===== config.mk =====
export PLATFORM = sky130hd
export DESIGN_NAME = addertest_seq_flat
export DESIGN_NICKNAME = d
export VERILOG_FILES = /design/src/rtl/addertest_pkg.sv /design/src/rtl/addertest_seq_if.sv /design/src/rtl/addertest_step_alu.sv /design/src/rtl/addertest_seq.sv /design/src/flat_wrapper.sv
export SDC_FILE = /design/constraint.sdc
export NUM_CORES = 1
export LEC_CHECK = 0
export CAP_MARGIN = 20
export CORE_ASPECT_RATIO = 1.5
export CORE_MARGIN = 10
export CORE_UTILIZATION = 59
export DETAILED_ROUTE_END_ITERATION = 12
export PLACE_DENSITY = 0.86
export SYNTH_ARGS = -nofsm -noshare
export SYNTH_HDL_FRONTEND = slang
export SYNTH_SLANG_ARGS = --single-unit

===== constraint.sdc =====
create_clock -name clk -period 8.4 [get_ports clk]
set_input_delay 1.68 -clock clk [delete_from_list [all_inputs] [get_ports clk]]
set_output_delay 1.68 -clock clk [all_outputs]
set_load 0.005 [all_outputs]

===== src/rtl/addertest_pkg.sv =====
// Shared types and helpers for the sequenced a/b accumulation chain.
package addertest_pkg;

  typedef enum logic [1:0] {
    ST_IDLE = 2'd0,
    ST_RUN  = 2'd1,
    ST_DONE = 2'd2
  } state_t;

  localparam int DEFAULT_MAX_STEPS = 10;

  // Map a raw step request onto the legal range 1..max_steps (0 means a single step).
  function automatic int unsigned clamp_steps(input int unsigned raw,
                                              input int unsigned max_steps = DEFAULT_MAX_STEPS);
    if (raw == 0) begin
      return 1;
    end else if (raw > max_steps) begin
      return max_steps;
    end else begin
      return raw;
    end
  endfunction

endpackage


===== src/rtl/addertest_seq_if.sv =====
// Operand/result handshake bundle between source, sequencer and sink.
interface addertest_seq_if #(
  parameter int WIDTH  = 32,
  parameter int STEP_W = 4
);
  logic              in_valid;
  logic              in_ready;
  logic [WIDTH-1:0]  in_a;
  logic [WIDTH-1:0]  in_b;
  logic [STEP_W-1:0] cfg_steps;
  logic              out_valid;
  logic              out_ready;
  logic [WIDTH-1:0]  out_sum;
  logic              busy;

  modport master (
    output in_valid, in_a, in_b, cfg_steps, out_ready,
    input  in_ready, out_valid, out_sum, busy
  );

  modport slave (
    input  in_valid, in_a, in_b, cfg_steps, out_ready,
    output in_ready, out_valid, out_sum, busy
  );
endinterface


===== src/rtl/addertest_step_alu.sv =====
// The single shared adder with its operand mux: fresh operands in IDLE,
// accumulator plus the alternating latched operand while running.
module addertest_step_alu
  import addertest_pkg::*;
#(
  parameter int WIDTH = 32
) (
  input  state_t           state,
  input  logic             cnt_odd,
  input  logic [WIDTH-1:0] in_a,
  input  logic [WIDTH-1:0] in_b,
  input  logic [WIDTH-1:0] acc,
  input  logic [WIDTH-1:0] a_lat,
  input  logic [WIDTH-1:0] b_lat,
  output logic [WIDTH-1:0] sum
);

  logic [WIDTH-1:0] op_x;
  logic [WIDTH-1:0] op_y;

  // Select adder operands; odd steps add a, even steps add b.
  always_comb begin
    op_x = in_a;
    op_y = in_b;
    if (state == ST_RUN) begin
      op_x = acc;
      op_y = cnt_odd ? a_lat : b_lat;
    end
  end

  // Carry-out is intentionally dropped: arithmetic is modulo 2^WIDTH.
  assign sum = op_x + op_y;

endmodule


===== src/rtl/addertest_seq.sv =====
// Multi-cycle sequencer: accepts (a, b, N), runs N accumulate steps through
// one shared adder, then holds the result until the sink takes it.
module addertest_seq
  import addertest_pkg::*;
#(
  parameter int WIDTH     = 32,
  parameter int MAX_STEPS = DEFAULT_MAX_STEPS,
  parameter int STEP_W    = 4
) (
  input  logic           clk,
  input  logic           rst_n,
  addertest_seq_if.slave bus
);

  state_t            state_q;
  state_t            state_nxt;
  logic [WIDTH-1:0]  acc_q;
  logic [WIDTH-1:0]  a_q;
  logic [WIDTH-1:0]  b_q;
  logic [STEP_W-1:0] cnt_q;
  logic [STEP_W-1:0] n_q;
  logic [STEP_W-1:0] n_in;
  logic [STEP_W-1:0] cnt_inc;
  logic [WIDTH-1:0]  alu_sum;
  logic              accept;

  assign n_in    = STEP_W'(clamp_steps(int'(unsigned'(bus.cfg_steps)), MAX_STEPS));
  assign cnt_inc = cnt_q + STEP_W'(1);
  assign accept  = (state_q == ST_IDLE) && bus.in_valid;

  addertest_step_alu #(
    .WIDTH(WIDTH)
  ) u_alu (
    .state  (state_q),
    .cnt_odd(cnt_q[0]),
    .in_a   (bus.in_a),
    .in_b   (bus.in_b),
    .acc    (acc_q),
    .a_lat  (a_q),
    .b_lat  (b_q),
    .sum    (alu_sum)
  );

  // State register; reset aborts any job in flight.
  always_ff @(posedge clk or negedge rst_n) begin
    if (!rst_n) begin
      state_q <= ST_IDLE;
    end else begin
      state_q <= state_nxt;
    end
  end

  // Next-state decode: IDLE -> RUN/DONE on accept, RUN -> DONE on last step,
  // DONE -> IDLE on output handshake.
  always_comb begin
    state_nxt = state_q;
    case (state_q)
      ST_IDLE: if (bus.in_valid) state_nxt = (n_in == STEP_W'(1)) ? ST_DONE : ST_RUN;
      ST_RUN:  if (cnt_inc == n_q) state_nxt = ST_DONE;
      ST_DONE: if (bus.out_ready) state_nxt = ST_IDLE;
      default: state_nxt = ST_IDLE;
    endcase
  end

  // Operand latch, step counter and accumulator; acc holds steady in DONE.
  always_ff @(posedge clk or negedge rst_n) begin
    if (!rst_n) begin
      acc_q <= '0;
      a_q   <= '0;
      b_q   <= '0;
      cnt_q <= '0;
      n_q   <= '0;
    end else if (accept) begin
      a_q   <= bus.in_a;
      b_q   <= bus.in_b;
      n_q   <= n_in;
      acc_q <= alu_sum;
      cnt_q <= STEP_W'(1);
    end else if (state_q == ST_RUN) begin
      acc_q <= alu_sum;
      cnt_q <= cnt_inc;
    end
  end

  assign bus.in_ready  = (state_q == ST_IDLE);
  assign bus.out_valid = (state_q == ST_DONE);
  assign bus.busy      = (state_q != ST_IDLE);
  assign bus.out_sum   = acc_q;

endmodule


===== src/flat_wrapper.sv =====
// flat-port wrapper written by rule: the top's interface ports become plain ports
module addertest_seq_flat import addertest_pkg::*;
#(
  parameter int WIDTH     = 32,
  parameter int MAX_STEPS = DEFAULT_MAX_STEPS,
  parameter int STEP_W    = 4
)
  (clk, rst_n, bus_in_valid, bus_in_a, bus_in_b, bus_cfg_steps, bus_out_ready, bus_in_ready, bus_out_valid, bus_out_sum, bus_busy);
  addertest_seq_if #(.WIDTH(WIDTH), .STEP_W(STEP_W)) bus_i ();
  input  logic clk;
  input  logic rst_n;
  input wire logic [$bits(bus_i.in_valid)-1:0] bus_in_valid;
  input wire logic [$bits(bus_i.in_a)-1:0] bus_in_a;
  input wire logic [$bits(bus_i.in_b)-1:0] bus_in_b;
  input wire logic [$bits(bus_i.cfg_steps)-1:0] bus_cfg_steps;
  input wire logic [$bits(bus_i.out_ready)-1:0] bus_out_ready;
  output wire logic [$bits(bus_i.in_ready)-1:0] bus_in_ready;
  output wire logic [$bits(bus_i.out_valid)-1:0] bus_out_valid;
  output wire logic [$bits(bus_i.out_sum)-1:0] bus_out_sum;
  output wire logic [$bits(bus_i.busy)-1:0] bus_busy;
  assign bus_i.in_valid = bus_in_valid;
  assign bus_i.in_a = bus_in_a;
  assign bus_i.in_b = bus_in_b;
  assign bus_i.cfg_steps = bus_cfg_steps;
  assign bus_i.out_ready = bus_out_ready;
  assign bus_in_ready = bus_i.in_ready;
  assign bus_out_valid = bus_i.out_valid;
  assign bus_out_sum = bus_i.out_sum;
  assign bus_busy = bus_i.busy;
  addertest_seq #(.WIDTH(WIDTH), .MAX_STEPS(MAX_STEPS), .STEP_W(STEP_W)) u_core (.clk(clk), .rst_n(rst_n), .bus(bus_i));
endmodule

After elaboration in Yosys (flattened, before gate mapping). Cells that the tools add are included.

Logic and storage cells: 36. Output and inout bits: 35. Bits in registers: 106. Input bits: 72.

Order comparisons: 1. Add/sub/neg operators: 2. Equality and inequality tests: 7. Multiplexer cells: 14. Reduce and logical (&&, ||, !) cells: 6.

Operators by type and width (count): $mux 32 (5); $add 32x32->32 (1); $mux 4 (4); $mux 2 (4); $pmux 2 s3 (1); $add 4x1->4 const B (1); $eq 4x1->1 const B (1); $eq 4x4->1 (1); $gt 4x4->1 const B (1); $logic_not 4->1 (1); $ne 2x2->1 const B (2); $reduce_bool 2->1 (2); $reduce_and 3->1 (1); $eq 2x1->1 const B (1); $eq 2x2->1 const B (1); $logic_not 2->1 (1); $ne 2x1->1 const B (1); $logic_and 1x1->1 (1).

Depth between registers and ports, before layout. Gate-level depths: netlist of the first run.

Depth after elaboration: 7. Depth in mapped cells: 16. Gate-level depth less buffers: 13.

Modules after synthesis. From an unflattened synthesis of the first run, not the netlist that was laid out.

Cell total of the unflattened synthesis: 810. Area, all modules: 7110.6 µm².

Modules (own cells, without submodules): addertest_seq (cells an instance 397, area an instance 4149.0 µm², instances 1, seq. area each 2652.5 µm²); addertest_step_alu (cells an instance 413, area an instance 2961.6 µm², instances 1, seq. area each 0.0 µm²).

Worst setup path after synthesis of the first run. Ideal clock, no wire load.

Path kind: input to register. Start point: input bus_in_b[0]. End point: register u_core.acc_q[26] (netlist: u_core.bus.out_sum[26]). Setup time: 0.133 ns. Setup slack: 4.428 ns. Cell stages on the path: 12. Arrival time: 3.839 ns. Cells stage by stage: nand2_1 o21ai_0 ha_1 fa_1 a21oi_2 o221ai_2 a31oi_4 o21ai_2 a31oi_2 o21ai_2 a2111oi_2 o31ai_1.

Word-level cells in the longest chain between the ends: 4.

RTL lines: from (decl) (RTL line flat_wrapper.sv:14) `input wire logic [$bits(bus_i.in_b)-1:0] bus_in_b;`; $mux 32 * (RTL line addertest_step_alu.sv:25) `if (state == ST_RUN) begin`; $add 32x32->32 * (RTL line addertest_step_alu.sv:32) `assign sum = op_x + op_y;`; $mux 32 (RTL line addertest_seq.sv:79) `end else if (state_q == ST_RUN) begin`; $mux 32 * (RTL line addertest_seq.sv:73) `end else if (accept) begin`; to (signal assigned) (RTL line addertest_seq.sv:77) `acc_q <= alu_sum;`; to (signal assigned) (RTL line addertest_seq.sv:80) `acc_q <= alu_sum;`; to (decl) (RTL line addertest_seq.sv:17) `logic [WIDTH-1:0] acc_q;`.

Every way passes the cells marked *; elsewhere a longest branch is shown, timed or not. The select of a mux whose other input is x is not followed. A chain may end at the register's enable or synchronous reset.

Final worst setup path of the first run. Ends and elaborated chain as after synthesis.

==> metrics list, run 1 <==
- Area share of the largest cell type after synthesis: 38.4%
- Net Count, Synth: 993
* Grt ovf: 0
- Dividing the detail-routed via count by the number of cells gives 5.59.
- Cell-by-cell trace of the critical path: clkdlybuf4s50_1, nand2_1, o21ai_0, ha_1, fa_1, a21oi_2, o221ai_2, a31oi_4, o21ai_2, a31oi_2, o21ai_2, a2111oi_2, o31ai_1
* Placeable Area: 0.0115 sq mm
- Layout cell share with drive strength beyond 1: 5.79%
- DRC violation count after routing: 0
- By instance count, the cell type seen most on the critical path is sky130_fd_sc_hd__o21ai_2.
- Share of flip-flops with an asynchronous set or reset after synthesis: 100%
- The first TritonRoute pass finished after 6 iterations.
* Transition at the pin with the smallest max-transition slack: 0.952 ns
* Synth Area per Inst: 7.78 sq um
- Inserted Clock Buffers: 9
- For this design the ratio of total power to cell area is 463 mW/mm^2.
- Worst IR drop on VDD: 208 uV
- Initial standard-cell utilization of the core: 60.2%
* Startpoint class of the critical path: input port
- Synthesis handed over a netlist of 888 instances.
- After clock tree synthesis, the clock-pin slew on the worst setup and hold paths is 0.07 ns.
- Along the worst path, the maximum fanout reaches 3.
- Data required time at the worst endpoint: 8.60 ns
- Max Cap Viol: 0
- The via count of the first global-routing pass is 6223.
- Remaining max-slew budget at the tightest pin: 36.3%
- The longest clock path from root to sink contains 2 buffers.
- Crit path largest cell delay: 0.45 ns
- Measured along the x axis, the die boundary spans 108 um.
- The biggest area contributor in the post-synthesis netlist is sky130_fd_sc_hd__dfrtp_1.
- Number of enable flip-flop cells after synthesis: 0
- For this block, the initial DRC count from the detailed router was 375.
- In this run the post-CTS setup repair buffer count came out at 0.
- Final hold violation count: 0
- The die covers 0.0165 sq mm.
* Area growth, synth to finish: 20.3%
- Clock tree synthesis selected as its root buffer the cell sky130_fd_sc_hd__clkbuf_16.
- The critical path in this run is classified as input port to flop.
- The number of antenna violations at the first check in global routing was 0.
- Critical Path Sink Type: flop
* H-tree depth: 3
- Top-level I/O count: 107
* Detailed-placement wirelength estimate: 13200 um
- Maximum number of pins on one net before global-route repair: 76
- The first global-routing pass estimated 30700 um of wire.
* Count of clock tree sinks: 106
- CTS tree: done
- Distinct cell type count of the synthesized netlist: 62
* Cell types occupying the most area after synthesis: sky130_fd_sc_hd__dfrtp_1 (38%), sky130_fd_sc_hd__nand2_1 (20%), sky130_fd_sc_hd__ha_1 (5.8%), sky130_fd_sc_hd__mux2i_1 (4.8%), sky130_fd_sc_hd__o21ai_0 (4.3%)
- After clock tree synthesis, the flow added hold-fix buffers numbering 0.
- Setup TNS: 0 ns
* Clock latency at the later pin of the worst-skew pair: 0.35 ns
- Setup repair after global routing left no endpoint under its margin.
- After the flow finishes, the layout carries non-filler instances totaling 1118.
- Max-slew violation total from the final report: 0
* Post-layout min period: 4.41 ns
- Once detail routing completed, the nets flagged for antenna violations numbered 0.
- Final count of negative-setup-slack endpoints: 0
- Number of port buffers: 106
- Warning count from the yosys run: 0
- From bottom edge to top edge, the die measures 153 um.
- Routed WL: 18300 um
- Post-layout total power: 3.85 mW
* Leakage power figure: 4.13 nW
- Arrival time of data at the critical path endpoint: 4.61 ns
- After floorplanning, the core was divided into 48 placement rows.
- Dividing the final minimum period by the clock period gives 52.5%.
* Most instantiated library cell after synthesis: sky130_fd_sc_hd__nand2_1
- Synthesis-stage register bit count: 106
* Commonest register cell after synthesis: sky130_fd_sc_hd__dfrtp_1
- The worst hold path belongs to the class flop to flop.
* CTS-repair resized insts: 0
- All-layer global routing usage: 22.5%
* Sequential fraction of the synthesis area: 38.4%
- Sorting the synthesized cells by how often they occur yields sky130_fd_sc_hd__nand2_1 (373), sky130_fd_sc_hd__dfrtp_1 (106), sky130_fd_sc_hd__o21ai_0 (59).
- NumNets Final: 1068
- Final weighted congestion in routability-driven placement: 0.888
- The run finished with clean final reports.
* Routed wire length per instance: 16.3 um
* Inserted Diodes: 0
- The synthesized netlist occupies a cell area of 0.00691 sq mm.
- The largest individual stage delay along the critical path comes from the cell sky130_fd_sc_hd__fa_1.
- Clock Skews: 0.00745 ns
* Max Clk Rate: 227 MHz
- Detailed routing inserted a total of 6255 vias.
- After detailed placement, the design holds a cell count of 1101.
## per-layer routing
metal  share of wire, %  up-vias  track usage [%]
met2                 52      185             40.0
met5                  0        -                0
met3                4.4       32             3.22
li1                   -     3098                -
met4                2.4        0             7.56
met1                 41     2940             26.7
## cells in the final DEF, fill, tap and decap left out, types with 2 or more instances in the layout
cell type and instances:
sky130_fd_sc_hd__and2_1 2, sky130_fd_sc_hd__o21ai_2 4, sky130_fd_sc_hd__o21a_1 4, sky130_fd_sc_hd__a211o_1 2
sky130_fd_sc_hd__o21bai_4 2, sky130_fd_sc_hd__o21bai_1 3, sky130_fd_sc_hd__and3_1 5, sky130_fd_sc_hd__o221ai_1 2
sky130_fd_sc_hd__o211ai_1 3, sky130_fd_sc_hd__a21o_1 11, sky130_fd_sc_hd__o31ai_2 2, sky130_fd_sc_hd__xor2_1 15
sky130_fd_sc_hd__inv_1 10, sky130_fd_sc_hd__nor4_1 2, sky130_fd_sc_hd__clkinv_2 3, sky130_fd_sc_hd__nor3_1 6
sky130_fd_sc_hd__a21oi_1 43, sky130_fd_sc_hd__nand3_1 12, sky130_fd_sc_hd__xnor2_1 18, sky130_fd_sc_hd__clkinv_4 2
sky130_fd_sc_hd__clkbuf_16 9, sky130_fd_sc_hd__o21ai_0 59, sky130_fd_sc_hd__o31ai_1 3, sky130_fd_sc_hd__o21ai_1 2
sky130_fd_sc_hd__buf_4 7, sky130_fd_sc_hd__a21oi_4 4, sky130_fd_sc_hd__nand4_1 4, sky130_fd_sc_hd__mux2i_1 33
sky130_fd_sc_hd__nor2_1 36, sky130_fd_sc_hd__ha_1 32, sky130_fd_sc_hd__a31oi_1 3, sky130_fd_sc_hd__a211oi_1 3
sky130_fd_sc_hd__a21oi_2 3, sky130_fd_sc_hd__clkdlybuf4s50_1 105, sky130_fd_sc_hd__dfrtp_1 105, sky130_fd_sc_hd__clkbuf_1 2
sky130_fd_sc_hd__nor2b_1 3, sky130_fd_sc_hd__nand2_1 372
## worst max-delay path, delay by kind of cell
family | cells | cell delay, ns
simple gates | 1 | 0.06
buf+inv | 1 | 0.42
compound gates | 9 | 1.72
fa+ha+maj | 2 | 0.72
## kinds of logic (layout without fill, tap and decap cells)
logic type	count (synthesis)	after routing	share of synthesized area (%)
AO/OA/AOI/OAI	166	166	16.5
XOR/XNOR	33	33	4.18
adder cells (fa/ha/maj)	33	33	6.08
buffers and inverters	61	141	3.69
flip-flops	106	106	38.4
multiplexers	33	33	4.78
AND/OR/NAND/NOR	456	456	26.4
## power breakdown
| part | switching [mW] | leakage, nW | internal [mW] | total (mW) |
|---|---|---|---|---|
| sequential | 0.186 | 1.29 | 0.768 | 0.954 |
| combinational | 1.45 | 2.70 | 1.06 | 2.51 |
| clock | 0.190 | 0.133 | 0.201 | 0.391 |
| total | 1.82 | 4.13 | 2.03 | 3.85 |
## worst paths after layout
kind	slack, ns	startpoint	cells after the start	end
setup reg to reg	4.16	u_core.state_q[1]	12	u_core.bus.out_sum[26]
max in group asynchronous	5.84	rst_n	2	u_core.cnt_q[0]
hold / removal	0.48	u_core.a_q[2]	2	u_core.a_q[2]
hold reg to reg	0.48	u_core.a_q[2]	2	u_core.a_q[2]
setup / recovery	3.99	bus_in_b[0]	13	u_core.bus.out_sum[26]
min in group asynchronous	1.33	rst_n	1	u_core.b_q[20]
## flip-flops by register name, indices dropped and copies added, names as in the netlist
signal and count:
u_core.cnt_q 4, u_core.a_q 32, u_core.state_q 2, u_core.bus.out_sum 32, u_core.n_q 4, u_core.b_q 32
## metrics by stage
stage	area (sq um)	hold slack, ns	util [%]	setup slack, ns
3_3_place_gp	8000	0.457	69.7	3.75
3_5_place_dp	8030	0.462	70.0	3.64
5_1_grt	8310	0.492	72.5	3.81
4_1_cts	8290	0.479	72.3	3.99
2_1_floorplan	6910	0.445	-	4.43
6_report	8310	0.476	72.5	3.99
## layout make-up
class | count | area [sq um]
multi-input cells | 721 | 4010
fillers | 923 | 3160
flip-flops and latches | 106 | 2650
repair buffers | 114 | 1150
clock buffers | 11 | 233
well taps | 150 | 188
inverters | 11 | 41.3
clock inverters | 5 | 32.5
Note: power is estimated with default switching activity, not from simulation.
==> run 2, diff against run 1 <==
Settings changed: CORE_UTILIZATION 59 to 55, PLACE_DENSITY 0.86 to 0.81.
Clock period 8.4 ns to 4.3 ns, I/O delays scaled along.
==> metrics list, run 2 (synthesis results as in run 1) <==
* Leakage power figure: 4.17 nW (was 4.13 nW)
- The highest net fanout along the worst path came to 21 (was 3).
* Worst Reg2Reg Path Length in Cells: 12 (unchanged)
- Floorplan die area: 0.0175 sq mm (was 0.0165 sq mm)
- Maximum number of pins on one net before global-route repair: 75 (was 76)
- Final count of negative-setup-slack endpoints: 0 (unchanged)
- The number of stages on the worst hold path was 2 (unchanged).
* Maximum number of buffers from clock root to sink: 2 (unchanged)
* Placement Rows: 50 (was 48)
- The vertical die dimension came to 157 um (was 153 um).
- Transition at the pin with the smallest max-transition slack: 0.881 ns (was 0.952 ns)
- Hold path start: u_core.a_q[31] (was u_core.a_q[2])
- The slack of the critical path is 0.792 ns (was 3.99 ns).
- The quantity of gates resized following cts was 0 (unchanged).
- Inserted Diodes: 0 (unchanged)
* Max Clk Rate: 285 MHz
- Post-route fraction of the period consumed by the critical path: 81.6%
* Max Cap Viol: 0 (unchanged)
* Number of port buffers: 106 (unchanged)
* Top-level I/O count: 107 (unchanged)
* Final hold violation count: 0 (unchanged)
- The delay of the slowest cell on the worst path came to 0.72 ns (was 0.45 ns).
- The class of the most critical hold timing path is flop to flop (unchanged).
- The setup slack at placement was 0.452 ns (was 3.64 ns).
* Initial antenna violation count: 0 (unchanged)
- The starting density of the core is 55.8% (was 60.2%).
* All-layer global routing usage: 20.4% (was 22.5%)
* 1st-pass router iterations: 5 (was 6)
- Grt ovf: 0 (unchanged)
* Most common cell after layout, fill and taps aside: sky130_fd_sc_hd__nand2_1 (unchanged)
- The ratio of total power to cell area came to 909 mW/mm^2 (was 463 mW/mm^2).
- The total number of nets in the final design came to 1072 (was 1068).
* CP max-delay cell: sky130_fd_sc_hd__dfrtp_2 (was sky130_fd_sc_hd__fa_1)
- R2R Path Start: u_core.cnt_q[0] (was u_core.state_q[1])
- Leading cell types in the layout, fill and taps excluded: sky130_fd_sc_hd__nand2_1 (372), sky130_fd_sc_hd__clkdlybuf4s50_1 (105), sky130_fd_sc_hd__dfrtp_1 (105), sky130_fd_sc_hd__o21ai_0 (59), sky130_fd_sc_hd__a21oi_1 (43) (unchanged)
- The insertion delay to the later sink of the worst-skew pair is 0.36 ns (was 0.35 ns).
- Worst IR drop on VDD: 488 uV (was 208 uV)
- Max-slew violation total from the final report: 0 (unchanged)
- Post-layout min period: 3.51 ns
- Clock root buffer master: sky130_fd_sc_hd__clkbuf_16 (unchanged)
- Placeable Area: 0.0124 sq mm (was 0.0115 sq mm)
- The endpoint kind of the worst setup timing path is a flop (unchanged).
* Ratio of routed vias to standard cells: 5.46 (was 5.59)
- Data required time at the worst endpoint: 4.54 ns (was 8.60 ns)
* Area growth, synth to finish: 21.6% (was 20.3%)
- Startpoint class of the critical path: flop (was input port)
* Fin Hold WS: 0.478 ns (was 0.476 ns)
- Worst reg2reg endpoint: u_core.bus.out_sum[28] (was u_core.bus.out_sum[26])
* CTS tree: done (unchanged)
- The sum of negative setup slack is 0 ns (unchanged).
- Vias in the first global route: 6219 (was 6223)
- Hold buffers post-CTS: 0 (unchanged)
* Delay-heaviest family, CP: compound AO/OA/AOI/OAI gates (unchanged)
- Setup repair after global routing missed its margin: false (unchanged)
- The clock sink count was 106 (unchanged).
* Vias after detailed routing: 6162 (was 6255)
* Detailed-placement wirelength estimate: 13100 um (was 13200 um)
- Final weighted congestion in routability-driven placement: 0.947 (was 0.888)
- Run status: finished, final reports clean (unchanged)
- Remaining max-slew budget at the tightest pin: 41.2% (was 36.3%)
* Post-CTS Setup Bufs: 0 (unchanged)
* First-pass GRT wire length: 30000 um (was 30700 um)
- Routed wire length per instance: 16.1 um (was 16.3 um)
- The clock-pin slew on the worst setup and hold paths came to 0.07 ns (about the same).
- The post-route clock skew came to 0.0134 ns (was 0.00745 ns).
- The number of H-tree levels is 3 (unchanged).
- Cell-by-cell trace of the critical path: buf_12, mux2i_1, o21ai_0, ha_1, a21o_1, o21bai_4, a2111oi_4, o21ai_2, a31oi_1, o21ai_1, o211a_1, a211o_1 (was clkdlybuf4s50_1, nand2_1, o21ai_0, ha_1, fa_1, a21oi_2, o221ai_2, a31oi_4, o21ai_2, a31oi_2, o21ai_2, a2111oi_2, o31ai_1)
- The width of the chip is 112 um (was 108 um).
* Initial detailed-routing violation count: 263 (was 375)
* DRC violation count after routing: 0 (unchanged)
- Buffer and inverter count on the worst path: 1 (unchanged)
- The type of the worst setup path was flop to flop (was input port to flop).
- Inserted Clock Buffers: 9 (unchanged)
- The utilization of the core after routing came to 67.8% (was 72.5%).
- The arrival time at the worst endpoint came to 3.75 ns (was 4.61 ns).
* Routed WL: 18200 um (was 18300 um)
* Antenna-violating nets left: 0 (unchanged)
- Layout cell share with drive strength beyond 1: 6.28% (was 5.79%)
* Endpoint of the worst hold-timing path: u_core.a_q[31] (was u_core.a_q[2])
* Reg2Reg Setup Slack: 0.79 ns (was 4.16 ns)
[run 2: changes by cell type in the layout (fill, tap and decap cells not counted)]
cell                        change
sky130_fd_sc_hd__inv_8          +1
sky130_fd_sc_hd__buf_12         +1
sky130_fd_sc_hd__buf_16         -1
sky130_fd_sc_hd__inv_6          +1
sky130_fd_sc_hd__bufinv_16      +2
sky130_fd_sc_hd__clkbuf_1       -1
sky130_fd_sc_hd__buf_4          +4
sky130_fd_sc_hd__clkinv_2       -3
[run 2: how the worst max path moves through the flow]
stage / startpoint / slack (ns) / end / depth (start not counted)
floorplan: u_core.cnt_q[0] / 0.98 / u_core.bus.out_sum[28] / 13
global placement: bus_in_b[0] / 0.52 / u_core.bus.out_sum[26] / 13
global route: u_core.state_q[0] / 0.58 / u_core.bus.out_sum[26] / 14
detailed placement: bus_in_b[0] / 0.45 / u_core.bus.out_sum[26] / 13
finish: u_core.cnt_q[0] / 0.79 / u_core.bus.out_sum[28] / 12
CTS: bus_in_b[0] / 0.80 / u_core.bus.out_sum[26] / 13
[run 2: final cells by class]
| type | count | area [sq um] |
|---|---|---|
| Multi-Input combinational cell | 721 | 4010 |
| Fill cell | 1051 | 3980 |
| Sequential cell | 106 | 2650 |
| Timing Repair Buffer | 118 | 1170 |
| Clock buffer | 10 | 229 |
| Tap cell | 156 | 195 |
| Clock inverter | 6 | 97.6 |
| Inverter | 11 | 41.3 |
[run 2: routing by layer]
metal	global-route usage (%)	vias to the layer above	part of all wire, %
met5	0	-	0
met4	6.69	0	1.9
met3	3.16	26	4.0
met2	36.8	149	52
li1	-	3101	-
met1	24.1	2886	42
[run 2: stage by stage]
stage	cells	power (mW)	instance area (sq um)
floorplan	888	5.39	6910
global placement	1112	6.62	8080
detailed placement	1112	6.69	8080
CTS	1128	7.65	8400
global route	1128	8.32	8400
finish	1128	7.64	8400
[run 2: power by group]
part           internal [mW]  leakage (nW)  switching [mW]
clock network          0.520         0.159           0.397
logic                   2.07          2.72            2.79
registers               1.50          1.29           0.353
total                   4.09          4.17            3.54
[run 2: worst register-to-register path: cells and delay by family, from the launching register on]
| kind | cells | cell delay [ns] |
|---|---|---|
| AO/OA/AOI/OAI | 9 | 1.82 |
| flip-flops | 1 | 0.72 |
| adder cells (fa/ha/maj) | 1 | 0.39 |
| buffers and inverters | 1 | 0.28 |
| multiplexers | 1 | 0.20 |
==> run 3, diff against run 2 <==
Clock period 4.3 ns to 3.7 ns, I/O delays scaled along.
==> metrics list, run 3 (synthesis results as in run 1) <==
- Run status: finished, final reports clean (unchanged).
* Final weighted congestion in routability-driven placement: 0.945 (was 0.947)
- Max Clk Rate: 292 MHz (was 285 MHz)
* Post-layout min period: 3.42 ns (was 3.51 ns)
- The buffer type at the clock tree root is sky130_fd_sc_hd__clkbuf_16 (unchanged).
- Count of clock tree sinks: 106 (unchanged)
* Startpoint class of the critical path: flop (unchanged)
- The total clock buffers created by CTS is 9 (unchanged).
- Arrival time of data at the critical path endpoint: 3.66 ns (was 3.75 ns)
* Clk pwr share: 12.1% (was 12.0%)
- The I/O pin count came to 107 (unchanged).
* Clock slew seen by the registers of the worst setup and hold paths: 0.08 ns (was 0.07 ns)
* Vias after detailed routing: 6148 (was 6162)
* First-pass GRT wire length: 30600 um (was 30000 um)
* Routed WL: 18200 um (about the same)
* Maximum net fanout on the critical path: 17 (was 21)
* Remaining max-slew budget at the tightest pin: 50.5% (was 41.2%)
- Area growth, synth to finish: 22.8% (was 21.6%)
- The post-route clock period utilization was 92.4% (was 81.6%).
* Kind of critical path: flop to flop (unchanged)
- The critical path data required time is 3.94 ns (was 4.54 ns).
- Max Cap Viol: 0 (unchanged)
* CTS-repair resized insts: 0 (unchanged)
- All-layer global routing usage: 20.7% (was 20.4%)
- Leading cell types in the layout, fill and taps excluded: sky130_fd_sc_hd__nand2_1 (372), sky130_fd_sc_hd__clkdlybuf4s50_1 (105), sky130_fd_sc_hd__dfrtp_1 (105), sky130_fd_sc_hd__o21ai_0 (59), sky130_fd_sc_hd__a21oi_1 (43) (unchanged).
- The highest ir drop seen on vdd was 464 uV (was 488 uV).
- DRC violation count after routing: 0 (unchanged)
- Initial standard-cell utilization of the core: 55.8% (unchanged)
* Ratio of routed vias to standard cells: 5.40 (was 5.46)
* Power share of the combinational group: 64.1% (was 63.7%)
- The wire length per cell after detailed routing was 16.0 um (was 16.1 um).
- Chip width: 112 um (unchanged)
- The post-route clock skew was 0.0102 ns (was 0.0134 ns).
* Floorplan die area: 0.0175 sq mm (unchanged)
- The total number of nets in the final design is 1082 (was 1072).
* Inserted Diodes: 0 (unchanged)
- Detailed-placement wirelength estimate: 13600 um (was 13100 um)
* Placeable Area: 0.0124 sq mm (unchanged)
* Leakage power figure: 4.22 nW (was 4.17 nW)
* Setup TNS: 0 ns (unchanged)
- The most frequent standard cell in the layout excluding fill and tap cells is sky130_fd_sc_hd__nand2_1 (unchanged).
- Vias in the first global route: 6344 (was 6219)
* Transition at the pin with the smallest max-transition slack: 0.743 ns (was 0.881 ns)
- Clock latency at the later pin of the worst-skew pair: 0.36 ns (about the same)
- Switching Power: 4.13 mW (was 3.54 mW)
- The remaining global-route overflow came to 0 (unchanged).
- The sequential share of power came to 23.8% (was 24.3%).
* Post-CTS Setup Bufs: 0 (unchanged)
- Final count of negative-setup-slack endpoints: 0 (unchanged)
- Worst min-delay path class: input port to asynchronous set/reset pin (was flop to flop)
* Hold buffers post-CTS: 0 (unchanged)
* Final hold violation count: 0 (unchanged)
- The endpoint kind of the worst setup timing path was a flop (unchanged).
* 1st-pass router iterations: 4 (was 5)
- The ratio of total power to cell area came to 1060 mW/mm^2 (was 909 mW/mm^2).
- Switching power as a share of total power: 45.9% (was 46.4%)
- The number of buffers on the longest clock path was 2 (unchanged).
* H-tree depth: 3 (unchanged)
* Die Height: 157 um (unchanged)
- The row count came to 50 (unchanged).
* Setup repair after global routing missed its margin: false (unchanged)
- The count of input and output buffers was 106 (unchanged).
- Max-slew violation total from the final report: 0 (unchanged)
* Internal power of the cells: 4.86 mW (was 4.09 mW)
* Initial antenna violation count: 0 (unchanged)
* CTS tree: done (unchanged)
* Maximum number of pins on one net before global-route repair: 75 (unchanged)
- The number of placed cells counting well taps came to 1122 (was 1112).
- Final cell count without fillers: 1138 (was 1128)
- Antenna-violating nets left: 0 (unchanged)
- The layout cell share with drive strength beyond 1 came to 7.33% (was 6.28%).
* Initial detailed-routing violation count: 265 (was 263)
-- run 3: final timing paths --
path                                    from                     end  slack (ns)  depth (start not counted)
max                        u_core.state_q[1]  u_core.bus.out_sum[18]        0.28                         12
min                                    rst_n          u_core.b_q[20]        0.43                          1
max reg2reg                u_core.state_q[1]  u_core.bus.out_sum[18]        0.28                         12
min reg2reg                   u_core.b_q[10]          u_core.b_q[10]        0.47                          2
max in group asynchronous              rst_n           u_core.a_q[5]        2.50                          2
min in group clk              u_core.b_q[10]          u_core.b_q[10]        0.47                          2
-- run 3: per-layer routing --
layer  wire length, um  vias to the layer above  GRT usage [%]
met5                 0                        -              0
met4               332                        0           6.94
met3               628                       24           3.20
met2              9630                      130           37.1
met1              7600                     2867           24.6
li1                  -                     3127              -
-- run 3: cell type report --
type                    instances  area, sq um
inverters                      11         41.3
multi-input cells             721         4010
fillers                      1030         3900
clock inverters                 6         96.3
flip-flops and latches        106         2650
well taps                     156          195
repair buffers                128         1250
clock buffers                  10          239
-- run 3: power groups by stage --
| stage | sequential (mW) | clock, mW | combinational [mW] |
|---|---|---|---|
| finish | 2.14 | 1.08 | 5.76 |
| global route | 2.21 | 1.16 | 6.43 |
| CTS | 2.14 | 1.10 | 5.79 |
| detailed placement | 2.16 | 0 | 5.74 |
| global placement | 2.14 | 0 | 5.66 |
| floorplan | 2.05 | 0 | 4.21 |
-- run 3: critical path: stages, from the launching register on --
cell	delay (ns)
sky130_fd_sc_hd__dfrtp_1	0.42
sky130_fd_sc_hd__nand2b_2	0.39
sky130_fd_sc_hd__buf_4	0.25
sky130_fd_sc_hd__o21ai_0	0.17
sky130_fd_sc_hd__fa_1	0.47
sky130_fd_sc_hd__a21oi_2	0.18
sky130_fd_sc_hd__o221ai_2	0.15
sky130_fd_sc_hd__and2_1	0.22
sky130_fd_sc_hd__a41oi_1	0.34
sky130_fd_sc_hd__o21ai_1	0.18
sky130_fd_sc_hd__a221oi_2	0.27
sky130_fd_sc_hd__xor2_1	0.17
sky130_fd_sc_hd__a21oi_1	0.08
-- run 3: per-stage QoR --
stage | power, mW | cell area (sq um) | util, % | hold slack [ns] | worst slack [ns]
finish | 8.99 | 8490 | 68.5 | 0.431 | 0.281
global route | 9.80 | 8490 | 68.5 | 0.492 | 0.00455
CTS | 9.03 | 8490 | 68.5 | 0.458 | 0.264
detailed placement | 7.90 | 8150 | 65.8 | 0.461 | 0.0480
global placement | 7.80 | 8150 | 65.8 | 0.456 | 0.0839
floorplan | 6.26 | 6910 | - | 0.444 | 0.384
